--- config.mk ---
export PLATFORM = sky130hd
export DESIGN_NAME = lsu_dccm_arb
export DESIGN_NICKNAME = d
export VERILOG_FILES = /design/src/rtl/lsu_dccm_arb.sv
export SDC_FILE = /design/constraint.sdc
export NUM_CORES = 1
export LEC_CHECK = 0
export BUFFER_PORTS_ARGS = -buffer_cell sky130_fd_sc_hd__buf_2
export CAP_MARGIN = 15
export CORE_AREA = 2 2 84 86
export CTS_CLUSTER_SIZE = 40
export DETAILED_ROUTE_END_ITERATION = 6
export DIE_AREA = 0 0 86 88
export PLACE_DENSITY = 0.75
export SYNTH_ARGS = -nofsm -noshare
export SYNTH_HDL_FRONTEND = slang
export SYNTH_SLANG_ARGS = --single-unit
--- constraint.sdc ---
create_clock -name clk -period 3.3 [get_ports clk]
set_input_delay 0.66 -clock clk [delete_from_list [all_inputs] [get_ports clk]]
set_output_delay 0.66 -clock clk [all_outputs]
set_load 0.1 [all_outputs]
--- src/rtl/lsu_dccm_arb.sv ---
// rtl/lsu_dccm_arb.sv - DCCM port arbiter for loads, store-buffer drain and queued DMA
// Loads own the read port; bounded-wait counters steal a DC1 cycle for starved writers.
module lsu_dccm_arb #(
  parameter int DCCM_BITS      = 16,
  parameter int WIDTH_BITS     = 2,
  parameter int BANK_BITS      = 3,
  parameter int SB_STARVE_MAX  = 4,
  parameter int DMA_STARVE_MAX = 8
) (
  input  logic                 clk,
  input  logic                 rst,
  input  logic                 ld_req,
  input  logic [DCCM_BITS-1:0] ld_addr_lo,
  input  logic [DCCM_BITS-1:0] ld_addr_hi,
  output logic                 ld_stall,
  input  logic                 sb_req,
  input  logic [DCCM_BITS-1:0] sb_addr,
  output logic                 sb_gnt,
  input  logic                 dma_req_valid,
  input  logic                 dma_req_write,
  input  logic [DCCM_BITS-1:0] dma_req_addr,
  output logic                 dma_req_ready,
  output logic                 dma_gnt,
  output logic                 dma_rsp_valid,
  output logic                 rd_en,
  output logic                 rd_sel,
  output logic [DCCM_BITS-1:0] rd_addr_lo,
  output logic [DCCM_BITS-1:0] rd_addr_hi,
  output logic                 wr_en,
  output logic                 wr_sel,
  output logic [DCCM_BITS-1:0] wr_addr
);

  localparam int SB_W  = $clog2(SB_STARVE_MAX + 1);
  localparam int DMA_W = $clog2(DMA_STARVE_MAX + 1);

  logic                 fifo_wr   [2];
  logic [DCCM_BITS-1:0] fifo_addr [2];
  logic                 rd_ptr, wr_ptr;
  logic [1:0]           count;
  logic                 push, pop;
  logic                 head_valid, head_write;
  logic [DCCM_BITS-1:0] head_addr;

  logic [SB_W-1:0]      sb_wait, sb_wait_nxt;
  logic [DMA_W-1:0]     dma_wait, dma_wait_nxt;
  logic                 dma_starve, sb_starve_nxt, dma_starve_nxt, ld_stall_nxt;
  logic [1:0]           rsp_q;

  logic                 ld_rd, dma_rd, sb_wr, dma_wr;
  logic                 sb_ok, dma_wr_ok, dma_first;
  logic [BANK_BITS-1:0] bank_lo, bank_hi, bank_sb, bank_head;

  assign head_valid    = (count != 2'd0);
  assign head_write    = fifo_wr[rd_ptr];
  assign head_addr     = fifo_addr[rd_ptr];
  assign dma_req_ready = ~count[1];
  assign push          = dma_req_valid & dma_req_ready;
  assign pop           = dma_gnt;

  always_ff @(posedge clk) begin
    if (push) begin
      fifo_wr[wr_ptr]   <= dma_req_write;
      fifo_addr[wr_ptr] <= dma_req_addr;
    end
  end

  always_ff @(posedge clk or posedge rst) begin
    if (rst) begin
      rd_ptr <= 1'b0;
      wr_ptr <= 1'b0;
      count  <= 2'd0;
    end else begin
      if (push) wr_ptr <= ~wr_ptr;
      if (pop)  rd_ptr <= ~rd_ptr;
      count <= count + {1'b0, push} - {1'b0, pop};
    end
  end

  // Read port: the load pipe wins unless it is being held for a forced stall.
  assign ld_rd  = ld_req & ~ld_stall;
  assign dma_rd = ~ld_rd & head_valid & ~head_write;
  assign rd_en  = ld_rd | dma_rd;
  assign rd_sel = dma_rd;

  always_comb begin
    rd_addr_lo = '0;
    rd_addr_hi = '0;
    if (ld_rd) begin
      rd_addr_lo = ld_addr_lo;
      rd_addr_hi = ld_addr_hi;
    end else if (dma_rd) begin
      rd_addr_lo = head_addr;
      rd_addr_hi = head_addr;
    end
  end

  assign bank_lo   = rd_addr_lo[WIDTH_BITS +: BANK_BITS];
  assign bank_hi   = rd_addr_hi[WIDTH_BITS +: BANK_BITS];
  assign bank_sb   = sb_addr[WIDTH_BITS +: BANK_BITS];
  assign bank_head = head_addr[WIDTH_BITS +: BANK_BITS];

  // A write may not share a bank with an active read in the same cycle.
  assign sb_ok     = sb_req & ~(rd_en & ((bank_sb == bank_lo) | (bank_sb == bank_hi)));
  assign dma_wr_ok = head_valid & head_write &
                     ~(rd_en & ((bank_head == bank_lo) | (bank_head == bank_hi)));
  assign dma_first = ld_stall & dma_starve;
  assign sb_wr     = sb_ok & ~(dma_first & dma_wr_ok);
  assign dma_wr    = dma_wr_ok & ~sb_wr;

  assign wr_en   = sb_wr | dma_wr;
  assign wr_sel  = dma_wr;
  assign wr_addr = dma_wr ? head_addr : (sb_wr ? sb_addr : '0);
  assign sb_gnt  = sb_wr;
  assign dma_gnt = dma_rd | dma_wr;

  always_comb begin
    sb_wait_nxt = '0;
    if (sb_req & ~sb_gnt)
      sb_wait_nxt = (sb_wait == SB_W'(SB_STARVE_MAX)) ? sb_wait : sb_wait + 1'b1;
    dma_wait_nxt = '0;
    if (head_valid & ~dma_gnt)
      dma_wait_nxt = (dma_wait == DMA_W'(DMA_STARVE_MAX)) ? dma_wait : dma_wait + 1'b1;
  end

  assign dma_starve     = (dma_wait == DMA_W'(DMA_STARVE_MAX));
  assign sb_starve_nxt  = (sb_wait_nxt == SB_W'(SB_STARVE_MAX));
  assign dma_starve_nxt = (dma_wait_nxt == DMA_W'(DMA_STARVE_MAX));
  // Never stall back-to-back so the load pipe always makes progress.
  assign ld_stall_nxt   = (sb_starve_nxt | dma_starve_nxt) & ~ld_stall;
  assign dma_rsp_valid  = rsp_q[1];

  always_ff @(posedge clk or posedge rst) begin
    if (rst) begin
      sb_wait  <= '0;
      dma_wait <= '0;
      ld_stall <= 1'b0;
      rsp_q    <= 2'b00;
    end else begin
      sb_wait  <= sb_wait_nxt;
      dma_wait <= dma_wait_nxt;
      ld_stall <= ld_stall_nxt;
      rsp_q    <= {rsp_q[0], dma_rd};
    end
  end

endmodule

==> results by group <==
Die
  • Die ar.: 0.00757 sq mm
  • Die H: 88 um
  • FP Rows: 30
  • Ports: 127
  • Core area: 0.00664 sq mm
  • Die width: 86 um
  • Starting density of the core: 41.5%

Synth
  • Main synth FF type: edfxtp_1
  • Ys Warns: 0
  • Syn_area_per_cell: 11.0 sq um
  • Post-Synthesis Cells: 252
  • Async set-reset flop share out of synthesis: 29.2%
  • Post-synth EDFFs: 34
  • Mapped Nets: 328
  • Synthesized flop and latch total: 48
  • Synthesized area: 0.00276 sq mm
  • Post-synthesis sequential area ratio: 49.7%
  • Number of distinct library cells after synthesis: 40

Timing
  • Max Fclk: 277 MHz
  • RSZ-0062 raised after global routing: true
  • Final min period: 3.61 ns
  • Setup TNS: -5.23 ns
  • Max_slew headroom: 47.7%
  • Clock skew: 0.0132 ns
  • Worst hold slack: 0.363 ns
  • Post-route setup slack: -0.314 ns
  • Hold Fails Final Rpt: 0
  • Max Slew Vio Count: 0
  • Worst-margin pin slew: 0.785 ns
  • Final Cycle Share: 110%
  • Setup-failing EPs final: 20

Final layout
  • Antenna fix cells: 0
  • Final nets: 497
  • Most frequent cells in the layout: buf_2 (76), buf_12 (54), buf_4 (37)
  • Register Area: 0.00138 sq mm
  • Commonest non-fill, non-tap cell in the layout: buf_2
  • Area taken by multi-input logic gates: 0.00164 sq mm
  • Share of layout cells above drive strength 1: 56.2%
  • Layout Area Growth over Synthesis: 87.4%
  • Filler cells: 377
  • Post-route cell area: 0.00517 sq mm

Placed design
  • Area after DPL: 0.00470 sq mm
  • PortBufs: 126
  • HPWL Detailed: 7130 um
  • RD Place Congestion: 0.839

Drt
  • Wire per inst: 20.9 um
  • Number of antenna-violating nets in the routed design: 0
  • First drt pass iteration count: 7
  • Final wirelength: 10500 um
  • Vias: 2779
  • DR DRC count: 0
  • Initial DRC count: 207
  • Vias per inst: 5.54

Setup path
  • RR Startpoint: rd_ptr$_DFFE_PP0P_
  • Startpoint Class: flip-flop
  • Delay-heaviest family, CP: buffers and inverters
  • Worst r2r path cells: 19
  • Worst path arrival time: 2.95 ns
  • Worst EP required: 2.64 ns
  • Cell breakdown of the critical path: buf_6 > buf_4 > mux2i_1 > buf_4 > a311oi_1 > nor4_4 > buf_4 > nor4_4 > buf_6 > buf_12 > nand2_2 > o21ai_4 > buf_12
  • Critical path endpoint category: output port
  • Max incr delay on CP: 0.48 ns
  • CP Launch Point: rd_ptr$_DFFE_PP0P_
  • CP bufs+invs: 7
  • CP max-delay cell: a311oi_1
  • Crit-path max FO: 7
  • WP depth: 13
  • Most Frequent Cell on Critical Path: buf_4
  • Critical path class: reg2out

Power and ir drop
  • Pwr/cell area: 1040 mW/mm^2
  • Maximum vdd drop: 0.503 mV
  • Leak: 0.00244 uW

Global route
  • Grt ovf: 0
  • First-pass GRT wire length: 14100 um
  • Number of global-route vias before repair: 2663
  • M1 GR Usage: 31.1%
  • Largest net degree at the start of global routing: 27
  • Most crowded layer after global routing: met2
  • Initial antenna violation count: 0
  • Met2 Track Usage GR: 41.8%
  • Aggregate global-route resource usage: 24.9%
  • Met3 GRT Util: 6.69%

Worst hold path
  • Hold path start: rsp_q[0]$_DFF_PP0_
  • Hold-critical path depth: 0
  • Hold Path Class: reg2reg

Clock network
  • Clock Tree Buf Depth: 2
  • Clk root buf: clkbuf_8
  • Worst-path clk slew: 0.10 ns
  • CTS tree: yes
  • Cts bufs inserted: 5
  • # clock sinks: 48
  • Htree depth: 2
  • Worst skew pair latency: 0.31 ns

Outcome
  • Outcome: finished, violations left
  • Failing checks: negative setup slack

Run
  • Max-cap viol count: 0
-- logic make-up (layout without fill, tap and decap cells) --
| logic type | after synthesis | in the layout | synth area share, % |
|---|---|---|---|
| AND/OR/NAND/NOR | 76 | 76 | 14.1 |
| XOR/XNOR | 17 | 17 | 5.39 |
| flip-flops | 48 | 48 | 49.7 |
| buffers and inverters | 24 | 194 | 4.49 |
| adder cells (fa/ha/maj) | 6 | 6 | 2.72 |
| multiplexers | 19 | 19 | 7.07 |
| AO/OA/AOI/OAI | 62 | 62 | 16.6 |
-- per-stage QoR --
stage	setup slack [ns]	power, uW	cells	util [%]
after floorplan	-1.36	3290	252	-
after global placement	-0.241	4490	476	70.7
after detailed placement	-0.339	4550	476	70.7
after CTS	-0.263	5150	489	73.9
after global routing	-0.428	5530	502	77.8
final	-0.314	5380	502	77.8
-- cells in the mapped netlist, types with 6 or more instances --
cell type   n  area [sq um]
clkbuf_1    7          26.3
o21ai_0    12          60.1
nand2_1    27           101
o21ai_2    10          87.6
xnor2_1    10          87.6
ha_1        6          75.1
dfrtp_1    14           350
nor2_1     23          86.3
xor2_1      7          61.3
mux2i_1    18           180
inv_1      12          45.0
edfxtp_1   34          1020
a21o_1     26           195
-- repair_timing --
item / 4_1_cts / 5_1_grt
buffers inserted: 5 / 11
gates cloned: 1 / 3
hold endpoints to repair: 0 / 0
hold buffers: 0 / 0
endpoints found under the setup margin: 19 / 20
resized for setup: 4 / 32
pin swaps: 8 / 13
-- layer usage --
layer / vias to the layer above / wire length, um
met5: - / 0
met2: 154 / 5350
met4: 0 / 288
met3: 27 / 743
li1: 1239 / -
met1: 1359 / 4120
-- worst paths after layout --
kind / end / slack [ns]
max: wr_addr[14] / -0.31
min: rsp_q[1]$_DFF_PP0_ / 0.36
max reg2reg: count[1]$_DFF_PP0_ / 0
min reg2reg: rsp_q[1]$_DFF_PP0_ / 0.36
max in group asynchronous: ld_stall$_DFF_PP0_ / 2.45
min in group asynchronous: rsp_q[0]$_DFF_PP0_ / 0.40
-- sequential cells by signal, summed over array words and instances, names as in the netlist --
name and cells:
count 2, dma_wait 4, fifo_addr 32, fifo_wr 2, ld_stall 1, rd_ptr 1, rsp_q 2, sb_wait 3
wr_ptr 1
-- report_power, final --
part | internal [uW] | total (uW) | switching [uW]
combinational | 1440 | 4000 | 2560
clock | 305 | 513 | 208
sequential | 791 | 864 | 72.7
-- layout make-up --
cell class | count | area share, %
Clock buffer | 5 | 1.33
Clock inverter | 3 | 1.33
Inverter | 12 | 0.944
Multi-Input combinational cell | 180 | 31.8
Sequential cell | 48 | 26.6
Tap cell | 80 | 1.94
Timing Repair Buffer | 174 | 36.1
No activity file was read; power rests on OpenSTA's default activity.
